### src/rtl/ieeedrv_rom_arbiter_if.sv
// ieeedrv_rom_arbiter_if: per-channel fetch handshake plus shared ROM port of the drive ROM arbiter.
// The slave modport faces the arbiter, the master modport faces the drives and ROM.
interface ieeedrv_rom_arbiter_if #(
    parameter int NCH = 4,
    parameter int AW  = 14,
    parameter int DW  = 8
);
    localparam int IW = (NCH > 1) ? $clog2(NCH) : 1;

    logic              flush;
    logic [NCH-1:0]    ch_req;
    logic [NCH*AW-1:0] ch_addr;
    logic [NCH-1:0]    ch_ack;
    logic [NCH*DW-1:0] ch_data;
    logic [AW-1:0]     rom_addr;
    logic [DW-1:0]     rom_q;
    logic              busy;
    logic [IW-1:0]     grant_id;

    modport slave (
        input  flush, ch_req, ch_addr, rom_q,
        output ch_ack, ch_data, rom_addr, busy, grant_id
    );

    modport master (
        output flush, ch_req, ch_addr, rom_q,
        input  ch_ack, ch_data, rom_addr, busy, grant_id
    );
endinterface

### src/rtl/ieeedrv_rom_arbiter.sv
// ieeedrv_rom_arbiter: round-robin sharing of one synchronous ROM among NCH drive CPUs,
// with a per-channel last-address tag so repeat fetches are answered without a ROM access.
module ieeedrv_rom_arbiter #(
    parameter int NCH   = 4,
    parameter int AW    = 14,
    parameter int DW    = 8,
    parameter int RDLAT = 1
) (
    input  logic                 clk_sys,
    input  logic                 reset_n,
    ieeedrv_rom_arbiter_if.slave bus
);
    localparam int IW = (NCH > 1) ? $clog2(NCH) : 1;

    typedef enum logic {IDLE, WAIT} state_t;

    state_t            state_q, state_d;
    logic [1:0]        cnt_q, cnt_d;
    logic [IW-1:0]     rr_q, rr_d;
    logic [IW-1:0]     grant_q, grant_d;
    logic [AW-1:0]     rom_addr_q, rom_addr_d;
    logic [NCH-1:0]    ack_q, ack_d;
    logic [NCH-1:0]    tag_vld_q, tag_vld_d;
    logic [NCH*DW-1:0] data_q, data_d;
    logic [NCH*AW-1:0] tag_q, tag_d;
    logic              flush_seen_q, flush_seen_d;
    logic [NCH-1:0]    hit, cand;
    logic              found;
    logic [IW-1:0]     sel;

    // A flush in the same cycle overrides any tag hit, turning it into a miss.
    always_comb begin
        for (int i = 0; i < NCH; i++) begin
            hit[i] = bus.ch_req[i] & tag_vld_q[i] & ~bus.flush
                   & (bus.ch_addr[i*AW +: AW] == tag_q[i*AW +: AW])
                   & ~(state_q == WAIT && grant_q == IW'(i));
        end
        cand = bus.ch_req & ~hit & ~ack_q;
    end

    // Scan offsets from the pointer downwards so the smallest offset wins.
    always_comb begin
        found = 1'b0;
        sel   = '0;
        for (int k = NCH - 1; k >= 0; k--) begin
            if (cand[(int'(rr_q) + k) % NCH]) begin
                found = 1'b1;
                sel   = IW'((int'(rr_q) + k) % NCH);
            end
        end
    end

    always_comb begin
        state_d      = state_q;
        cnt_d        = cnt_q;
        rr_d         = rr_q;
        grant_d      = grant_q;
        rom_addr_d   = rom_addr_q;
        ack_d        = hit;
        data_d       = data_q;
        tag_d        = tag_q;
        tag_vld_d    = bus.flush ? '0 : tag_vld_q;
        flush_seen_d = flush_seen_q;
        if (state_q == IDLE) begin
            flush_seen_d = 1'b0;
            if (found) begin
                rom_addr_d = bus.ch_addr[sel*AW +: AW];
                grant_d    = sel;
                rr_d       = IW'((int'(sel) + 1) % NCH);
                cnt_d      = 2'(RDLAT);
                state_d    = WAIT;
            end
        end else begin
            flush_seen_d = flush_seen_q | bus.flush;
            cnt_d        = cnt_q - 2'd1;
            if (cnt_q == 2'd1) begin
                data_d[grant_q*DW +: DW] = bus.rom_q;
                tag_d[grant_q*AW +: AW]  = rom_addr_q;
                tag_vld_d[grant_q]       = ~(flush_seen_q | bus.flush);
                ack_d[grant_q]           = 1'b1;
                state_d                  = IDLE;
            end
        end
    end

    always_ff @(posedge clk_sys or negedge reset_n) begin
        if (!reset_n) begin
            state_q      <= IDLE;
            cnt_q        <= '0;
            rr_q         <= '0;
            grant_q      <= '0;
            rom_addr_q   <= '0;
            ack_q        <= '0;
            tag_vld_q    <= '0;
            data_q       <= '0;
            tag_q        <= '0;
            flush_seen_q <= 1'b0;
        end else begin
            state_q      <= state_d;
            cnt_q        <= cnt_d;
            rr_q         <= rr_d;
            grant_q      <= grant_d;
            rom_addr_q   <= rom_addr_d;
            ack_q        <= ack_d;
            tag_vld_q    <= tag_vld_d;
            data_q       <= data_d;
            tag_q        <= tag_d;
            flush_seen_q <= flush_seen_d;
        end
    end

    assign bus.ch_ack   = ack_q;
    assign bus.ch_data  = data_q;
    assign bus.rom_addr = rom_addr_q;
    assign bus.busy     = (state_q == WAIT);
    assign bus.grant_id = grant_q;
endmodule
### src/flat_wrapper.sv
// flat-port wrapper written by rule: the top's interface ports become plain ports
module ieeedrv_rom_arbiter_flat 
#(
    parameter int NCH   = 4,
    parameter int AW    = 14,
    parameter int DW    = 8,
    parameter int RDLAT = 1
)
  (clk_sys, reset_n, bus_flush, bus_ch_req, bus_ch_addr, bus_rom_q, bus_ch_ack, bus_ch_data, bus_rom_addr, bus_busy, bus_grant_id);
  ieeedrv_rom_arbiter_if #(.NCH(NCH), .AW(AW), .DW(DW)) bus_i ();
  input  logic clk_sys;
  input  logic reset_n;
  input wire logic [$bits(bus_i.flush)-1:0] bus_flush;
  input wire logic [$bits(bus_i.ch_req)-1:0] bus_ch_req;
  input wire logic [$bits(bus_i.ch_addr)-1:0] bus_ch_addr;
  input wire logic [$bits(bus_i.rom_q)-1:0] bus_rom_q;
  output wire logic [$bits(bus_i.ch_ack)-1:0] bus_ch_ack;
  output wire logic [$bits(bus_i.ch_data)-1:0] bus_ch_data;
  output wire logic [$bits(bus_i.rom_addr)-1:0] bus_rom_addr;
  output wire logic [$bits(bus_i.busy)-1:0] bus_busy;
  output wire logic [$bits(bus_i.grant_id)-1:0] bus_grant_id;
  assign bus_i.flush = bus_flush;
  assign bus_i.ch_req = bus_ch_req;
  assign bus_i.ch_addr = bus_ch_addr;
  assign bus_i.rom_q = bus_rom_q;
  assign bus_ch_ack = bus_i.ch_ack;
  assign bus_ch_data = bus_i.ch_data;
  assign bus_rom_addr = bus_i.rom_addr;
  assign bus_busy = bus_i.busy;
  assign bus_grant_id = bus_i.grant_id;
  ieeedrv_rom_arbiter #(.NCH(NCH), .AW(AW), .DW(DW), .RDLAT(RDLAT)) u_core (.clk_sys(clk_sys), .reset_n(reset_n), .bus(bus_i));
endmodule
### config.mk
export PLATFORM = sky130hd
export DESIGN_NAME = ieeedrv_rom_arbiter_flat
export DESIGN_NICKNAME = d
export VERILOG_FILES = /design/src/rtl/ieeedrv_rom_arbiter_if.sv /design/src/rtl/ieeedrv_rom_arbiter.sv /design/src/flat_wrapper.sv
export SDC_FILE = /design/constraint.sdc
export NUM_CORES = 1
export LEC_CHECK = 0
export CAP_MARGIN = 20
export CORE_MARGIN = 1.5
export CORE_UTILIZATION = 55
export DETAILED_ROUTE_END_ITERATION = 8
export HOLD_SLACK_MARGIN = 0.1
export PLACE_DENSITY = 0.9
export RECOVER_POWER = 100
export SYNTH_ARGS = -nofsm -noshare
export SYNTH_HDL_FRONTEND = slang
export SYNTH_SLANG_ARGS = --single-unit
### constraint.sdc
create_clock -name clk_sys -period 9.57 [get_ports clk_sys]
set_input_delay 0.957 -clock clk_sys [delete_from_list [all_inputs] [get_ports clk_sys]]
set_output_delay 0.957 -clock clk_sys [all_outputs]
set_load 0.02 [all_outputs]
==> flow_metrics.tcl <==
set metrics [dict create \
    status "complete, but fails checks" \
    violations "capacitance limit, slew limit" \
    arrival_ns 5.38 \
    cts_tree "built" \
    vias_per_cell 6.630 \
    synth_seq_area_share_pct 46.39 \
    drc 0 \
    cts_buffers 17 \
    maxCapViolations 3 \
    hold_class "register to register" \
    ios 124 \
    syn-instance-count 628 \
    antenna_left 0 \
    critPathBufInv 1 \
    wl_um 20850 \
    worstPathMaxFanout 40 \
    clk_latency_ns 0.42 \
    yosysWarnings 0 \
    synthesis.nets 705 \
    wl_per_cell_um 23.32 \
    endpoint_kind "register" \
    hpwl_um 14580 \
    drive_gt1_share_pct 6.525 \
    die_x_um 110.6 \
    synth_edf_count 0 \
    syn_to_final_growth_pct 28.48 \
    fin_ws_ns 4.432 \
    overflow 0 \
    post_cts_buffers 0 \
    rsz0062_at_grt "false" \
    finalMaxSlewViolations 126 \
    final_nets 816 \
    drt_iter0_drc 675 \
    synthArstFlopShare_pct 100.0 \
    grtUsageTotal_pct 35.33 \
    grt_max_degree 69 \
    worstSetupPathType "register to register" \
    rows 39 \
    cp_slowest_cell "or2_0" \
    firstDrtPassIters 6 \
    nFillCells 775 \
    fin_worst_skew_ns 0.009513 \
    setup_viol 0 \
    maxSlewHeadroom_pct -88.46 \
    grt_pass1_wl_um 33070 \
    cts_buffer_depth 2 \
    layout.cells.most_common "dfrtp_1" \
    cp_slowest_stage_delay_ns 0.96 \
    layout_common_cells "118 x dfrtp_1, 116 x nand2_1, 68 x clkdlybuf4s50_1" \
    vias 5927 \
    critPathLaunchType "register" \
    hold_violations 0 \
    synth_cell_type_count 55 \
    coreArea_um2 11370 \
    clockRootBuffer "clkbuf_16" \
    cts_hold_buf 0 \
    synthesis.area_um2 6365 \
    fin_setup_tns_ns 0 \
    cp_top_family "simple AND/OR/NAND/NOR gates" \
    dp_slack_ns 5.308 \
    start_util_pct 55.98 \
    avgSynthCellArea_um2 10.14 \
    cellPowerDensity_nw_per_um2 372.7 \
    antenna_found_initial 0 \
    crit_chain "clkbuf_1 -> ha_1 -> and2_0 -> nor4_1 -> nand4_1 -> nand2_1 -> and4_2 -> or2_0 -> nand2b_1 -> o221ai_1" \
    fmax_mhz 194.6 \
    post_cts_resized 0 \
    die_area_um2 12230 \
    vdd_drop_max_mv 0.2215 \
    grt_pass1_vias 5791 \
    power_leakage_uw 0.003610 \
    clkSinkCount 118 \
    synth_top_flop_cell "dfrtp_1" \
    diodes 0 \
    clk_pin_slew_ns 0.05 \
    die_h_um 110.6 \
    max_slew.worst_pin.slew_ns 2.827 \
    htree_levels 4 \
    finalCritPeriodShare_pct 53.68 \
    io_buffers 123 \
    gp_congestion 0.9700 \
    synth-seq-cells 118 \
    crit_required_ns 9.82 \
    min_period_ns 5.138 \
]
==> synth_stat cells (6+ instances only) <==
master / instances / area share (%)
ha_1: 6 / 1.2
nand2_1: 116 / 6.8
nand2b_1: 18 / 1.8
xor2_1: 14 / 1.9
nand4_1: 15 / 1.5
nand3_1: 13 / 1.0
o31ai_1: 24 / 2.8
xnor2_1: 43 / 5.9
o21ai_0: 45 / 3.5
nor2_1: 17 / 1.0
a21oi_1: 15 / 1.2
a22o_1: 21 / 2.9
clkbuf_1: 27 / 1.6
mux4_2: 8 / 2.8
dfrtp_1: 118 / 46
mux2i_1: 34 / 5.3
o221ai_2: 9 / 2.1
==> power breakdown <==
part / switching, uW / internal, uW
logic: 856 / 587
registers: 230 / 708
clock network: 222 / 445
==> sequential cells by signal (all words and copies together) (netlist names) <==
| signal | flops |
|---|---|
| u_core.bus.ch_data | 32 |
| u_core.bus.ch_ack | 4 |
| u_core.tag_q | 56 |
| u_core.bus.busy | 1 |
| u_core.bus.grant_id | 2 |
| u_core.bus.rom_addr | 14 |
| u_core.tag_vld_q | 4 |
| u_core.flush_seen_q | 1 |
| u_core.cnt_q | 2 |
| u_core.rr_q | 2 |
==> stage by stage <==
stage	util (%)	instances	cell area [um^2]	hold slack, ns	power (uW)
5_1_grt	71.93	894	8178	0.5045	3182
3_5_place_dp	67.12	862	7631	0.4699	2370
2_1_floorplan	-	628	6365	0.4573	1866
4_1_cts	72.51	893	8244	0.4829	3061
6_report	71.93	894	8178	0.4699	3048
3_3_place_gp	66.99	861	7616	0.4661	2308
==> cell type report <==
class                           count  area (um^2)  area share [%]
Clock inverter                     10        152.6           1.867
Tap cell                          143        178.9           2.188
Clock buffer                       21        460.4           5.630
Multi-Input combinational cell    465         3148           38.49
Sequential cell                   118         2953           36.11
Inverter                            6        22.52          0.2754
Timing Repair Buffer              131         1262           15.44
==> tightest hold or removal path: stages, from the launching register on <==
cell and delay, ns:
dfrtp_1 0.33, nand2_1 0.05, o31ai_1 0.05
==> worst paths after layout <==
| check | start | end | slack, ns | cells past startpoint |
|---|---|---|---|---|
| setup / recovery | u_core.bus.grant_id[0] | u_core.bus.rom_addr[11] | 4.43 | 10 |
| setup reg to reg | u_core.bus.grant_id[0] | u_core.bus.rom_addr[11] | 4.43 | 10 |
| min in group asynchronous | reset_n | u_core.tag_q[9] | 1.44 | 1 |
| max in group asynchronous | reset_n | u_core.bus.ch_ack[3] | 6.06 | 2 |
| hold reg to reg | u_core.bus.ch_data[17] | u_core.bus.ch_data[17] | 0.47 | 2 |
| hold / removal | u_core.bus.ch_data[17] | u_core.bus.ch_data[17] | 0.47 | 2 |
==> cells by family after synthesis <==
logic type | synth area share, %
and+or+nand+nor | 15.96
AOI/OAI and AO/OA | 16.39
buffers and inverters | 3.519
DFF | 46.39
muxes | 8.708
adders and majority gates | 1.179
xor gates and xnor gates | 7.844
==> layer usage <==
metal	global-route usage, %	part of all wire (%)
met1	46.62	38
met2	54.49	47
met3	8.836	11
met4	17.78	4.6
met5	0	0
(Power assumes the default switching activity.)
